**src/rtl/rle_pkg.sv**
```systemverilog
// rle_pkg: RLE byte layout, run limits and compressor state encoding
// shared by the row compressor and decompressor.
package rle_pkg;
    localparam int RLE_VAL_BIT = 7;
    localparam int RUN_BITS    = 7;
    localparam int RUN_MAX     = (1 << RUN_BITS) - 1;

    typedef struct packed {
        logic       val;
        logic [6:0] run;
    } rle_byte_t;

    typedef enum logic [1:0] {IDLE, SCAN, EMIT, DONE} rle_cmp_state_t;
endpackage

```
**src/rtl/rle_compress_if.sv**
```systemverilog
// rle_compress_if: row input handshake, RLE byte output handshake and status.
// master is the environment side, slave is the compressor.
interface rle_compress_if #(parameter int WIDTH = 256);
    logic                     in_valid;
    logic                     in_ready;
    logic [WIDTH-1:0]         in_data;
    logic                     out_valid;
    logic                     out_ready;
    logic [7:0]               out_data;
    logic                     out_last;
    logic [$clog2(WIDTH):0]   byte_count;
    logic                     done;

    modport master (
        output in_valid, in_data, out_ready,
        input  in_ready, out_valid, out_data, out_last, byte_count, done
    );

    modport slave (
        input  in_valid, in_data, out_ready,
        output in_ready, out_valid, out_data, out_last, byte_count, done
    );
endinterface

```
**src/rtl/rle_compress.sv**
```systemverilog
// rle_compress: scans a row MSB first, one bit per cycle, and emits
// {value, run} bytes; runs longer than RUN_MAX are split.
module rle_compress
    import rle_pkg::*;
#(
    parameter int WIDTH = 256
) (
    input  logic               clk,
    input  logic               rst_n,
    rle_compress_if.slave      bus
);
    localparam int CW = $clog2(WIDTH) + 1;

    rle_cmp_state_t        r_state;
    logic [WIDTH-1:0]      r_row;
    logic                  r_cur_val;
    logic [RUN_BITS-1:0]   r_run;
    logic [CW-1:0]         r_bits_left;
    logic [CW-1:0]         r_byte_count;
    logic                  r_last;

    logic                  w_bit;
    logic                  w_extend;
    rle_byte_t             w_byte;

    assign w_bit    = r_row[WIDTH-1];
    assign w_extend = (w_bit == r_cur_val) && (r_run != RUN_BITS'(RUN_MAX));
    assign w_byte   = '{val: r_cur_val, run: r_run};

    assign bus.in_ready   = (r_state == IDLE);
    assign bus.out_valid  = (r_state == EMIT);
    assign bus.out_data   = (r_state == EMIT) ? w_byte : '0;
    assign bus.out_last   = (r_state == EMIT) && r_last;
    assign bus.byte_count = r_byte_count;
    assign bus.done       = (r_state == DONE);

    always_ff @(posedge clk or negedge rst_n) begin
        if (!rst_n) begin
            r_state      <= IDLE;
            r_row        <= '0;
            r_cur_val    <= 1'b0;
            r_run        <= '0;
            r_bits_left  <= '0;
            r_byte_count <= '0;
            r_last       <= 1'b0;
        end else begin
            case (r_state)
                IDLE: if (bus.in_valid) begin
                    r_row        <= bus.in_data;
                    r_cur_val    <= bus.in_data[WIDTH-1];
                    r_run        <= '0;
                    r_bits_left  <= CW'(WIDTH);
                    r_byte_count <= '0;
                    r_last       <= 1'b0;
                    r_state      <= SCAN;
                end
                // A value change or a full run leaves the bit in place for the next byte
                SCAN: if (w_extend) begin
                    r_run       <= r_run + 1'b1;
                    r_row       <= {r_row[WIDTH-2:0], 1'b0};
                    r_bits_left <= r_bits_left - 1'b1;
                    if (r_bits_left == CW'(1)) begin
                        r_last  <= 1'b1;
                        r_state <= EMIT;
                    end
                end else begin
                    r_last  <= 1'b0;
                    r_state <= EMIT;
                end
                EMIT: if (bus.out_ready) begin
                    r_byte_count <= r_byte_count + 1'b1;
                    if (r_last) begin
                        r_state <= DONE;
                    end else begin
                        r_cur_val <= w_bit;
                        r_run     <= '0;
                        r_state   <= SCAN;
                    end
                end
                DONE:    r_state <= IDLE;
                default: r_state <= IDLE;
            endcase
        end
    end
endmodule
```
**src/flat_wrapper.sv**
```systemverilog
// flat-port wrapper written by rule: the top's interface ports become plain ports
module rle_compress_flat import rle_pkg::*;
#(
    parameter int WIDTH = 256
)
  (clk, rst_n, bus_in_valid, bus_in_data, bus_out_ready, bus_in_ready, bus_out_valid, bus_out_data, bus_out_last, bus_byte_count, bus_done);
  rle_compress_if #(.WIDTH(WIDTH)) bus_i ();
  input  logic clk;
  input  logic rst_n;
  input wire logic [$bits(bus_i.in_valid)-1:0] bus_in_valid;
  input wire logic [$bits(bus_i.in_data)-1:0] bus_in_data;
  input wire logic [$bits(bus_i.out_ready)-1:0] bus_out_ready;
  output wire logic [$bits(bus_i.in_ready)-1:0] bus_in_ready;
  output wire logic [$bits(bus_i.out_valid)-1:0] bus_out_valid;
  output wire logic [$bits(bus_i.out_data)-1:0] bus_out_data;
  output wire logic [$bits(bus_i.out_last)-1:0] bus_out_last;
  output wire logic [$bits(bus_i.byte_count)-1:0] bus_byte_count;
  output wire logic [$bits(bus_i.done)-1:0] bus_done;
  assign bus_i.in_valid = bus_in_valid;
  assign bus_i.in_data = bus_in_data;
  assign bus_i.out_ready = bus_out_ready;
  assign bus_in_ready = bus_i.in_ready;
  assign bus_out_valid = bus_i.out_valid;
  assign bus_out_data = bus_i.out_data;
  assign bus_out_last = bus_i.out_last;
  assign bus_byte_count = bus_i.byte_count;
  assign bus_done = bus_i.done;
  rle_compress #(.WIDTH(WIDTH)) u_core (.clk(clk), .rst_n(rst_n), .bus(bus_i));
endmodule
```
**config.mk**
```make
export PLATFORM = sky130hd
export DESIGN_NAME = rle_compress_flat
export DESIGN_NICKNAME = d
export VERILOG_FILES = /design/src/rtl/rle_pkg.sv /design/src/rtl/rle_compress_if.sv /design/src/rtl/rle_compress.sv /design/src/flat_wrapper.sv
export SDC_FILE = /design/constraint.sdc
export NUM_CORES = 1
export LEC_CHECK = 0
export BUFFER_PORTS_ARGS = -buffer_cell sky130_fd_sc_hd__buf_4
export CAP_MARGIN = 20
export CORE_ASPECT_RATIO = 1.5
export CORE_MARGIN = 2
export CORE_UTILIZATION = 54
export CTS_CLUSTER_SIZE = 28
export DETAILED_ROUTE_END_ITERATION = 8
export PLACE_DENSITY = 0.8
export RECOVER_POWER = 25
export SLEW_MARGIN = 10
export SYNTH_ARGS = -nofsm -noshare
export SYNTH_HDL_FRONTEND = slang
export SYNTH_SLANG_ARGS = --single-unit
```
**constraint.sdc**
```tcl
create_clock -name clk -period 2.5 [get_ports clk]
set_clock_uncertainty 0.1 [all_clocks]
set_input_delay 0.25 -clock clk [delete_from_list [all_inputs] [get_ports clk]]
set_output_delay 0.25 -clock clk [all_outputs]
set_load 0.02 [all_outputs]
```
==> results.py, run 1 <==
metrics = {
    "run_status": {
        "run_status": "finished, violations left",
        "failed_checks": "max-capacitance violations, max-slew violations",
    },
    "synth": {
        "post_synth_num_cell_types": 46,
        "syn_area_um2": 13470,
        "synth-main-ff-cell": "sky130_fd_sc_hd__dfrtp_1",
        "synthCells": 1596,
        "synth_fp_nets": 1860,
        "synth_sequential_area_ratio_pct": 52.94,
        "synth_enable_flop_cells": 0,
        "ys.warnings.count": 0,
        "ys_async_sr_fraction_pct": 100.0,
        "synth-seq-cells": 285,
        "postSynthAreaPerCell_um2": 8.440,
    },
    "floorplanning": {
        "die_area_um2": 26250,
        "io-pin-count": 281,
        "floorplan.rows": 70,
        "die-width_um": 133.0,
        "initial_core_util_pct": 55.13,
        "floorplan.core_area_um2": 24440,
        "die_h_um": 197.4,
    },
    "clock_network": {
        "clk_latency_ps": 540,
        "cts_setup_buffers": 0,
        "cts_made_buffers": 28,
        "tritoncts": "built",
        "clockBufferDepth": 3,
        "cts.sinks": 285,
        "clockRootBuffer": "sky130_fd_sc_hd__clkbuf_16",
        "path_clk_slew_ps": 70,
        "htree_num_levels": 1,
    },
    "place": {
        "dpl.hpwl_mm": 23.66,
        "portBuffers": 280,
        "gp_routability_congestion": 0.8432,
    },
    "worst_setup_path": {
        "worstPathArrival_ps": 2630,
        "r2r_setup_slack_ps": 170,
        "cp_slowest_stage_delay_ps": 410,
        "critPathLaunch": "u_core.r_run[0]$_DFFE_PN0P_",
        "cpLargestDelayFamily": "compound AO/OA/AOI/OAI gates",
        "critical_path.cell_chain": "ha_1 > and3_1 > a211oi_4 > buf_12 > buf_12 > nor3_1 > a31oi_1",
        "crit_top_cell": "sky130_fd_sc_hd__buf_12",
        "regToRegStartpoint": "u_core.r_run[0]$_DFFE_PN0P_",
        "worstPathRequired_ps": 2810,
        "crit_path_top_delay_cell": "sky130_fd_sc_hd__dfrtp_1",
        "setup.worst_path.end_class": "flop",
        "setup.worst_path.start_class": "flop",
        "kind_of_critical_path": "flop to flop",
        "worstPathMaxFanout": 37,
        "timing.critical_path.buf_inv": 2,
    },
    "pwr": {
        "proportion_of_power_drawn_by_combinational_gates_pct": 47.9,
        "netSwitchingPower_mw": 10.59,
        "power.sequential.fraction_pct": 34.3,
        "static_leak_nw": 8.615,
        "power_density_nw_per_um2": 1268,
        "vdd_drop_max_mv": 0.8689,
        "p_sw_share_pct": 42.76,
        "p_int_mw": 14.17,
        "clockPowerShare_pct": 17.8,
        "p_total_mw": 24.76,
    },
    "routing": {
        "detail_route.wirelength_mm": 47.94,
        "first_iter_violations": 1788,
        "routed_wire_length_per_instance_um": 19.86,
        "ant_nets": 0,
        "detail_route.vias_per_cell": 6.176,
        "drtPass1Iterations": 6,
        "drc_errors": 0,
        "routed-via-count": 14910,
    },
    "global_routing": {
        "globalRouteOverflowTotal": 0,
        "groute.usage.overall_pct": 35.82,
        "grt_pass1_vias": 14960,
        "grt_pass1_wl_mm": 75.90,
        "initial_antenna_violation_count": 5,
        "grt_start_max_net_pins": 142,
    },
    "run": {
        "max_cap_viol_count": 1,
    },
    "layout": {
        "finalNetCount": 2327,
        "area_growth_pct": 44.94,
        "layout.core_utilization_pct": 79.90,
        "final_layout_size_suffix_gt1_share_pct": 18.57,
    },
    "timing": {
        "hold_viol": 0,
        "period_needed_ps": 2325,
        "rsz0062_at_grt": "false",
        "final.setup.tns_ps": 0,
        "maxSlewHeadroom_pct": -0.5534,
        "max_clock_freq_mhz": 430.1,
        "final_max_slew_viol_count": 60,
        "finalSetupViolations": 0,
        "fin_crit_sh_pct": 93.01,
        "max_slew.worst_pin.slew_ps": 1508,
    },
    "hold_path": {
        "worstHoldPathType": "flop to flop",
        "worst_hold_startpoint": "u_core.r_run[6]$_DFFE_PN0P_",
    },
}
==> path summary, 6_finish.rpt <==
kind / end / cells after the start
max reg2reg: u_core.r_row[140]$_DFFE_PN0P_ / 7
min reg2reg: u_core.r_run[6]$_DFFE_PN0P_ / 1
min: u_core.r_run[6]$_DFFE_PN0P_ / 1
max: u_core.r_row[140]$_DFFE_PN0P_ / 7
max in group asynchronous: u_core.r_row[22]$_DFFE_PN0P_ / 3
min in group asynchronous: u_core.r_row[120]$_DFFE_PN0P_ / 2
==> flip-flops by register name, indices dropped and copies added (netlist names) <==
| register | count |
|---|---|
| u_core.r_last | 1 |
| u_core.r_cur_val | 1 |
| u_core.r_bits_left | 9 |
| u_core.r_row | 256 |
| u_core.r_state | 2 |
| u_core.bus.byte_count | 9 |
| u_core.r_run | 7 |
==> Yosys cell counts, drive strengths merged, types with 2 or more instances <==
| cell | instances | share of area [%] |
|---|---|---|
| a211o | 3 | 0.20 |
| a211oi | 2 | 0.20 |
| a21oi | 10 | 0.37 |
| a31oi | 257 | 12 |
| and2 | 10 | 0.46 |
| and3 | 6 | 0.28 |
| buf | 86 | 3.2 |
| clkbuf | 63 | 1.8 |
| dfrtp | 285 | 53 |
| ha | 4 | 0.37 |
| inv | 4 | 0.11 |
| mux2 | 2 | 0.17 |
| mux2i | 2 | 0.15 |
| nand2 | 524 | 15 |
| nand2b | 4 | 0.19 |
| nand3 | 9 | 0.33 |
| nand3b | 2 | 0.11 |
| nand4 | 2 | 0.093 |
| nor2 | 15 | 0.42 |
| nor2b | 3 | 0.14 |
| nor3 | 260 | 9.7 |
| nor3b | 2 | 0.11 |
| nor4 | 3 | 0.14 |
| nor4b | 2 | 0.13 |
| o21a | 3 | 0.17 |
| o21ai | 12 | 0.45 |
| xnor2 | 5 | 0.33 |
==> timing repair <==
action	CTS	global route
endpoints found under the setup margin	0	10
gates resized for setup	0	2
hold buffers	259	0
endpoints found under the hold margin	313	0
==> power by group through the flow <==
stage                     combinational (mW)  clock (mW)  sequential, mW
after floorplan                         8.04           0            7.99
after global placement                  10.5           0            8.23
after detailed placement                10.9           0            8.34
after CTS                               11.3        4.43            8.28
after global routing                    12.9        4.63            8.66
final                                   11.9        4.42            8.49
==> routing by layer <==
layer  track usage [%]  vias to the layer above  wire length [um]
met5                 0                        -                 9
met4             19.51                        2              2758
met3             6.338                      240              3848
met2             62.16                     1018             24630
met1             42.26                     7120             16690
li1                  -                     6529                 -
==> cell usage in the layout (no fill, tap or decap), types with 2 or more instances in the layout <==
master and instances:
sky130_fd_sc_hd__nor4_1 3, sky130_fd_sc_hd__o21ai_0 12, sky130_fd_sc_hd__nor3_1 260, sky130_fd_sc_hd__diode_2 6
sky130_fd_sc_hd__nand2b_1 3, sky130_fd_sc_hd__o21a_1 3, sky130_fd_sc_hd__clkbuf_16 29, sky130_fd_sc_hd__clkbuf_8 8
sky130_fd_sc_hd__nand3_1 9, sky130_fd_sc_hd__nor4b_1 2, sky130_fd_sc_hd__buf_4 304, sky130_fd_sc_hd__and2_1 10
sky130_fd_sc_hd__bufinv_16 2, sky130_fd_sc_hd__mux2i_1 2, sky130_fd_sc_hd__clkinv_2 9, sky130_fd_sc_hd__a211o_1 3
sky130_fd_sc_hd__dlygate4sd3_1 259, sky130_fd_sc_hd__nor2_1 15, sky130_fd_sc_hd__a31oi_1 256, sky130_fd_sc_hd__buf_6 2
sky130_fd_sc_hd__nand2_1 523, sky130_fd_sc_hd__xnor2_1 5, sky130_fd_sc_hd__nand3b_1 2, sky130_fd_sc_hd__ha_1 4
sky130_fd_sc_hd__a21oi_1 10, sky130_fd_sc_hd__and3_1 6, sky130_fd_sc_hd__dfrtp_1 285, sky130_fd_sc_hd__nand4_1 2
sky130_fd_sc_hd__buf_12 20, sky130_fd_sc_hd__inv_1 4, sky130_fd_sc_hd__mux2_2 2
==> final cells by class <==
cell class,count,area [um2]
multi-input cells,1158,5692
flip-flops and latches,285,7132
repair buffers,586,5303
fillers,1377,4912
inverters,4,15.01
diodes,6,15.01
well taps,324,405.4
clock inverters,13,122.6
clock buffers,38,839.6
==> cell families (layout without fill, tap and decap cells) <==
kind of cell / after synthesis / count (layout) / share of synthesized area [%]
simple gates: 846 / 846 / 26.90
compound gates: 298 / 298 / 14.01
flops: 285 / 285 / 52.94
xor+xnor: 6 / 6 / 0.3901
other cells: 0 / 6 / 0
mux: 4 / 4 / 0.3158
buf+inv: 153 / 641 / 5.071
fa+ha+maj: 4 / 4 / 0.3716
==> per-stage QoR <==
| step | hold slack (ps) | cells | setup WS (ps) | area (um2) |
|---|---|---|---|---|
| 4_1_cts | 141.3 | 2408 | 33.67 | 19530 |
| 2_1_floorplan | -145.6 | 1596 | 539.3 | 13470 |
| 3_5_place_dp | 117.0 | 2098 | 314.5 | 15970 |
| 5_1_grt | 425.4 | 2412 | 60.78 | 19520 |
| 6_report | 403.0 | 2414 | 174.7 | 19520 |
| 3_3_place_gp | 115.5 | 2098 | 391.9 | 15970 |
No activity file was read; power rests on OpenSTA's default activity.
==> run 2, diff against run 1 <==
- CORE_MARGIN: 2 -> 5
- GPL_TIMING_DRIVEN: not set -> 0
==> run 2 against run 1 <==
The run now ends clean; sequential cell count did not move; combinational power about the same; maximum frequency fell by 3.3%; hold slack better by 8.0 ps; critical path depth is the same; via count grew 3.4%; worst setup slack worse by 78 ps.
==> results.py, run 2 (same netlist as run 1, synthesis figures left out) <==
metrics = {
    "routing": {
        "first_iter_violations": 1464,
        "ant_nets": 0,
        "drtPass1Iterations": 6,
        "detail_route.wirelength_mm": 51.43,
        "routed_wire_length_per_instance_um": 20.47,
        "detail_route.vias_per_cell": 6.135,
        "routed-via-count": 15410,
        "drc_errors": 0,
    },
    "clock_network": {
        "clk_latency_ps": 540,
        "clockRootBuffer": "sky130_fd_sc_hd__clkbuf_16",
        "cts.sinks": 285,
        "cts_made_buffers": 27,
        "clockBufferDepth": 3,
        "tritoncts": "built",
        "path_clk_slew_ps": 70,
        "htree_num_levels": 1,
    },
    "worst_setup_path": {
        "setup.worst_path.end_class": "flop",
        "timing.rr.end": "u_core.r_row[50]$_DFFE_PN0P_",
        "setup.worst_path.start_class": "flop",
        "regToRegStartpoint": "u_core.r_run[0]$_DFFE_PN0P_",
        "worstPathRequired_ps": 2800,
        "worstPathMaxFanout": 10,
        "kind_of_critical_path": "flop to flop",
        "r2r_setup_slack_ps": 100,
        "r2r_cells": 7,
        "worstPathArrival_ps": 2710,
    },
    "hold_path": {
        "worstHoldPathType": "flop to flop",
        "worst_hold_startpoint": "u_core.r_run[6]$_DFFE_PN0P_",
        "min_path_cells": 1,
        "hold-path-endpoint": "u_core.r_run[6]$_DFFE_PN0P_",
    },
    "timing": {
        "fin_crit_sh_pct": 96.14,
        "max_slew.worst_pin.slew_ps": 1430,
        "finalHoldWorstSlack_ps": 411.0,
        "final_max_slew_viol_count": 0,
        "rsz0062_at_grt": "false",
        "max_clock_freq_mhz": 416.1,
        "maxSlewHeadroom_pct": 4.675,
        "hold_viol": 0,
        "final.setup.tns_ps": 0,
        "finalSetupViolations": 0,
        "period_needed_ps": 2404,
        "layout_setup_ws_ps": 96.47,
    },
    "global_routing": {
        "grt_start_max_net_pins": 110,
        "grt_pass1_vias": 15780,
        "globalRouteOverflowTotal": 0,
        "groute.usage.overall_pct": 35.63,
        "initial_antenna_violation_count": 5,
        "grt_pass1_wl_mm": 82.15,
    },
    "layout": {
        "finalNetCount": 2431,
        "final-instance-count-excl-fill": 2512,
        "largest_reg_flops": 256,
        "layout.core_utilization_pct": 79.54,
        "area_growth_pct": 44.80,
        "max_flop_register": "u_core.r_row",
        "final_common_cell": "sky130_fd_sc_hd__nand2_1",
        "most-common-layout-cells": "sky130_fd_sc_hd__nand2_1, sky130_fd_sc_hd__dfrtp_1, sky130_fd_sc_hd__buf_4",
        "final_layout_size_suffix_gt1_share_pct": 19.20,
        "final_area_um2": 19510,
    },
    "floorplanning": {
        "initial_core_util_pct": 54.93,
        "die-width_um": 139.0,
        "die_area_um2": 28270,
        "floorplan.core_area_um2": 24520,
        "die_h_um": 203.4,
        "io-pin-count": 281,
        "floorplan.rows": 70,
    },
    "pwr": {
        "power.sequential.fraction_pct": 34.5,
        "p_int_mw": 13.71,
        "vdd_drop_max_mv": 0.7795,
        "static_leak_nw": 8.736,
        "power_density_nw_per_um2": 1260,
        "p_total_mw": 24.58,
        "clockPowerShare_pct": 16.5,
        "p_sw_share_pct": 44.22,
        "netSwitchingPower_mw": 10.87,
        "proportion_of_power_drawn_by_combinational_gates_pct": 49.1,
    },
    "place": {
        "dpl.cell_count": 2202,
        "placed_cell_area_um2": 16040,
        "dpl.hpwl_mm": 28.19,
        "dp_slack_ps": -98.74,
        "portBuffers": 280,
        "gp_routability_congestion": 0.8528,
    },
    "run": {
        "max_cap_viol_count": 0,
    },
    "run_status": {
        "run_status": "completed",
    },
}
[run 2: changes by cell type in the layout (fill, tap and decap cells not counted), moves of 2 or more]
cell	delta
sky130_fd_sc_hd__buf_2	+78
sky130_fd_sc_hd__clkbuf_1	+63
sky130_fd_sc_hd__buf_12	-20
sky130_fd_sc_hd__nor2b_1	+2
sky130_fd_sc_hd__clkinv_2	-5
sky130_fd_sc_hd__clkbuf_8	-5
sky130_fd_sc_hd__clkbuf_16	-2
sky130_fd_sc_hd__clkbuf_2	+6
sky130_fd_sc_hd__buf_4	-23
sky130_fd_sc_hd__clkbuf_4	+5
[run 2: what timing repair did]
item	4_1_cts	5_1_grt
hold endpoints to repair	358	0
buffers inserted	0	1
resized for setup	2	24
hold buffers	259	0
setup endpoints to repair	222	251
[run 2: worst max-delay path, cell delays in order, from the launching register on]
cell                       delay (ps)
sky130_fd_sc_hd__dfrtp_1          410
sky130_fd_sc_hd__ha_1             250
sky130_fd_sc_hd__and3_1           260
sky130_fd_sc_hd__a211o_2          400
sky130_fd_sc_hd__nand2_4          160
sky130_fd_sc_hd__clkbuf_4         270
sky130_fd_sc_hd__buf_2            270
sky130_fd_sc_hd__a31oi_1          160
[run 2: how the worst max path moves through the flow]
| stage | end | slack [ps] | start |
|---|---|---|---|
| global placement | u_core.r_row[20]$_DFFE_PN0P_ | -1380 | rst_n |
| global route | u_core.r_row[160]$_DFFE_PN0P_ | 10 | u_core.r_run[0]$_DFFE_PN0P_ |
| detailed placement | u_core.r_row[89]$_DFFE_PN0P_ | -100 | u_core.r_run[0]$_DFFE_PN0P_ |
| finish | u_core.r_row[50]$_DFFE_PN0P_ | 100 | u_core.r_run[0]$_DFFE_PN0P_ |
| CTS | u_core.r_row[146]$_DFFE_PN0P_ | 10 | u_core.r_run[0]$_DFFE_PN0P_ |
| floorplan | u_core.r_row[178]$_DFFE_PN0P_ | 540 | u_core.r_run[0]$_DFFE_PN0P_ |
[run 2: final cells by class]
cell class | count | area [um2]
Sequential cell | 285 | 7132
Multi-Input combinational cell | 1158 | 5675
Fill cell | 1477 | 5019
Timing Repair Buffer | 542 | 4733
Clock buffer | 36 | 739.5
Buffer | 149 | 691.9
Tap cell | 324 | 405.4
Clock inverter | 8 | 97.59
Inverter | 4 | 15.01
Antenna cell | 6 | 15.01
[run 2: layer usage]
metal | part of all wire [%] | global-route usage, % | up-vias
met5 | 0.031 | 0 | -
met4 | 7.0 | 21.01 | 2
met3 | 8.0 | 6.826 | 316
met2 | 51 | 61.95 | 1019
met1 | 34 | 40.82 | 7334
li1 | - | - | 6740
[run 2: power by group through the flow]
stage	registers [mW]	logic [mW]	clock network, mW
6_report	8.47	12.1	4.05
4_1_cts	8.27	11.3	4.06
3_5_place_dp	8.31	10.9	0
5_1_grt	8.64	13.2	4.25
3_3_place_gp	8.21	10.5	0
2_1_floorplan	7.99	8.04	0
==> run 3, diff against run 2 <==
- BUFFER_PORTS_ARGS: -buffer_cell sky130_fd_sc_hd__buf_4 -> -buffer_cell sky130_fd_sc_hd__clkbuf_2
==> run 3 against run 2 <==
Global-route usage down 1.5 points; critical endpoint is now u_core.r_row[193]$_DFFE_PN0P_; die area did not move; combinational power barely moved; cell area down 3.1%; core utilization shrank 2.5 points; non-clock buffer count is 2 lower; first-iteration DRC count is 11% lower; register-to-register slack gained 20 ps.
==> results.py, run 3 (same netlist as run 1, synthesis figures left out) <==
metrics = {
    "timing": {
        "maxSlewHeadroom_pct": 16.64,
        "finalSetupViolations": 0,
        "layout_setup_ws_ps": 117.0,
        "period_needed_ps": 2383,
        "hold_viol": 0,
        "fin_crit_sh_pct": 95.32,
        "max_slew.worst_pin.slew_ps": 1250,
        "max_clock_freq_mhz": 419.6,
        "final.setup.tns_ps": 0,
        "final_max_slew_viol_count": 0,
        "rsz0062_at_grt": "false",
    },
    "floorplanning": {
        "die_area_um2": 28270,
        "floorplan.rows": 70,
        "die-width_um": 139.0,
        "io-pin-count": 281,
        "initial_core_util_pct": 54.93,
        "die_h_um": 203.4,
        "floorplan.core_area_um2": 24520,
    },
    "layout": {
        "final_layout_size_suffix_gt1_share_pct": 19.14,
        "area_growth_pct": 40.24,
        "multiInputGateArea_um2": 5674,
        "finalNetCount": 2431,
        "final_common_cell": "sky130_fd_sc_hd__nand2_1",
        "max_flop_register": "u_core.r_row",
        "layout.area.seq_um2": 7132,
        "fillCellCount": 1542,
        "most-common-layout-cells": "sky130_fd_sc_hd__nand2_1, sky130_fd_sc_hd__dfrtp_1, sky130_fd_sc_hd__clkbuf_2",
        "largest_reg_flops": 256,
    },
    "clock_network": {
        "clockBufferDepth": 3,
        "clk_latency_ps": 530,
        "htree_num_levels": 1,
        "clockRootBuffer": "sky130_fd_sc_hd__clkbuf_16",
        "cts_made_buffers": 29,
        "path_clk_slew_ps": 60,
        "tritoncts": "built",
        "cts.sinks": 285,
    },
    "worst_setup_path": {
        "setup.worst_path.end_class": "flop",
        "r2r_cells": 6,
        "worstPathRequired_ps": 2840,
        "worstPathMaxFanout": 10,
        "crit_path_top_delay_cell": "sky130_fd_sc_hd__clkbuf_1",
        "critical_path.cell_chain": "buf_2 > nor3b_2 > clkbuf_1 > buf_2 > nor3_1 > a31oi_1",
        "kind_of_critical_path": "flop to flop",
        "setup.worst_path.start_class": "flop",
        "path_depth": 6,
        "worstPathArrival_ps": 2720,
        "timing.critical_path.buf_inv": 3,
        "cp_slowest_stage_delay_ps": 580,
        "cpLargestDelayFamily": "buffers and inverters",
        "crit_top_cell": "sky130_fd_sc_hd__buf_2",
    },
    "run_status": {
        "run_status": "completed",
    },
    "routing": {
        "ant_nets": 0,
        "detail_route.wirelength_mm": 49.89,
        "drtPass1Iterations": 8,
        "first_iter_violations": 1301,
        "routed_wire_length_per_instance_um": 19.81,
        "detail_route.vias_per_cell": 6.049,
        "routed-via-count": 15230,
        "drc_errors": 0,
    },
    "place": {
        "gp_routability_congestion": 0.8770,
        "portBuffers": 280,
        "dp_slack_ps": -40.72,
        "dpl.hpwl_mm": 27.41,
    },
    "global_routing": {
        "grt_pass1_vias": 15530,
        "initial_antenna_violation_count": 6,
        "grt_start_max_net_pins": 103,
        "grt_pass1_wl_mm": 79.56,
        "groute.usage.overall_pct": 34.16,
        "globalRouteOverflowTotal": 0,
    },
    "pwr": {
        "power_density_nw_per_um2": 1297,
        "p_total_mw": 24.50,
        "static_leak_nw": 8.583,
        "vdd_drop_max_mv": 0.7908,
    },
    "hold_path": {
        "min_path_cells": 4,
        "worstHoldPathType": "primary input to flop",
    },
    "run": {
        "max_cap_viol_count": 0,
    },
}
[run 3: timing repair]
action,CTS,global route
hold buffers,258,0
resized for setup,1,27
endpoints found under the hold margin,344,0
buffers inserted,0,0
setup endpoints to repair,193,249
[run 3: routing by layer]
| metal | track usage, % | wire length [um] |
|---|---|---|
| met4 | 20.70 | 3413 |
| met1 | 39.96 | 17570 |
| met5 | 0 | 13 |
| met2 | 58.48 | 24930 |
| met3 | 6.240 | 3970 |
[run 3: worst paths after layout]
path                                               start                            end  slack (ps)
max in group asynchronous                          rst_n   u_core.r_row[76]$_DFFE_PN0P_         740
min in group asynchronous                          rst_n  u_core.r_row[119]$_DFFE_PN0P_         440
max                        u_core.r_state[1]$_DFFE_PN0P_  u_core.r_row[193]$_DFFE_PN0P_         120
min reg2reg                  u_core.r_run[6]$_DFFE_PN0P_    u_core.r_run[6]$_DFFE_PN0P_         410
max reg2reg                u_core.r_state[1]$_DFFE_PN0P_  u_core.r_row[193]$_DFFE_PN0P_         120
min                                         bus_in_valid      u_core.r_last$_DFFE_PN0P_          40
[run 3: metrics by stage]
step / instance area, um2 / hold slack, ps / util, % / std cells
final: 18890 / 40.49 / 77.03 / 2518
after floorplan: 13470 / -145.6 / - / 1596
after global routing: 18890 / 56.12 / 77.03 / 2518
after detailed placement: 15340 / 264.1 / 62.56 / 2202
after global placement: 15280 / 379.5 / 62.30 / 2200
after CTS: 18840 / 13.52 / 76.84 / 2513
[run 3: final cells by class]
type / count / share of cell area, %
Sequential cell: 285 / 37.75
Inverter: 4 / 0.07948
Clock inverter: 8 / 0.3775
Tap cell: 324 / 2.146
Timing Repair Buffer: 540 / 21.37
Antenna cell: 5 / 0.06623
Clock buffer: 45 / 4.477
Multi-Input combinational cell: 1158 / 30.04
Buffer: 149 / 3.696
[run 3: where the power goes]
group / internal (mW) / switching, mW / leakage [nW]
clock: 2.43 / 1.82 / 0.456
sequential: 6.99 / 1.47 / 3.22
combinational: 4.31 / 7.49 / 4.91
total: 13.7 / 10.8 / 8.58
[run 3: worst register-to-register path, stage by stage, from the launching register on]
cell and delay (ps):
sky130_fd_sc_hd__dfrtp_1 420, sky130_fd_sc_hd__buf_2 200, sky130_fd_sc_hd__nor3b_2 350, sky130_fd_sc_hd__clkbuf_1 580
sky130_fd_sc_hd__buf_2 350, sky130_fd_sc_hd__nor3_1 110, sky130_fd_sc_hd__a31oi_1 180
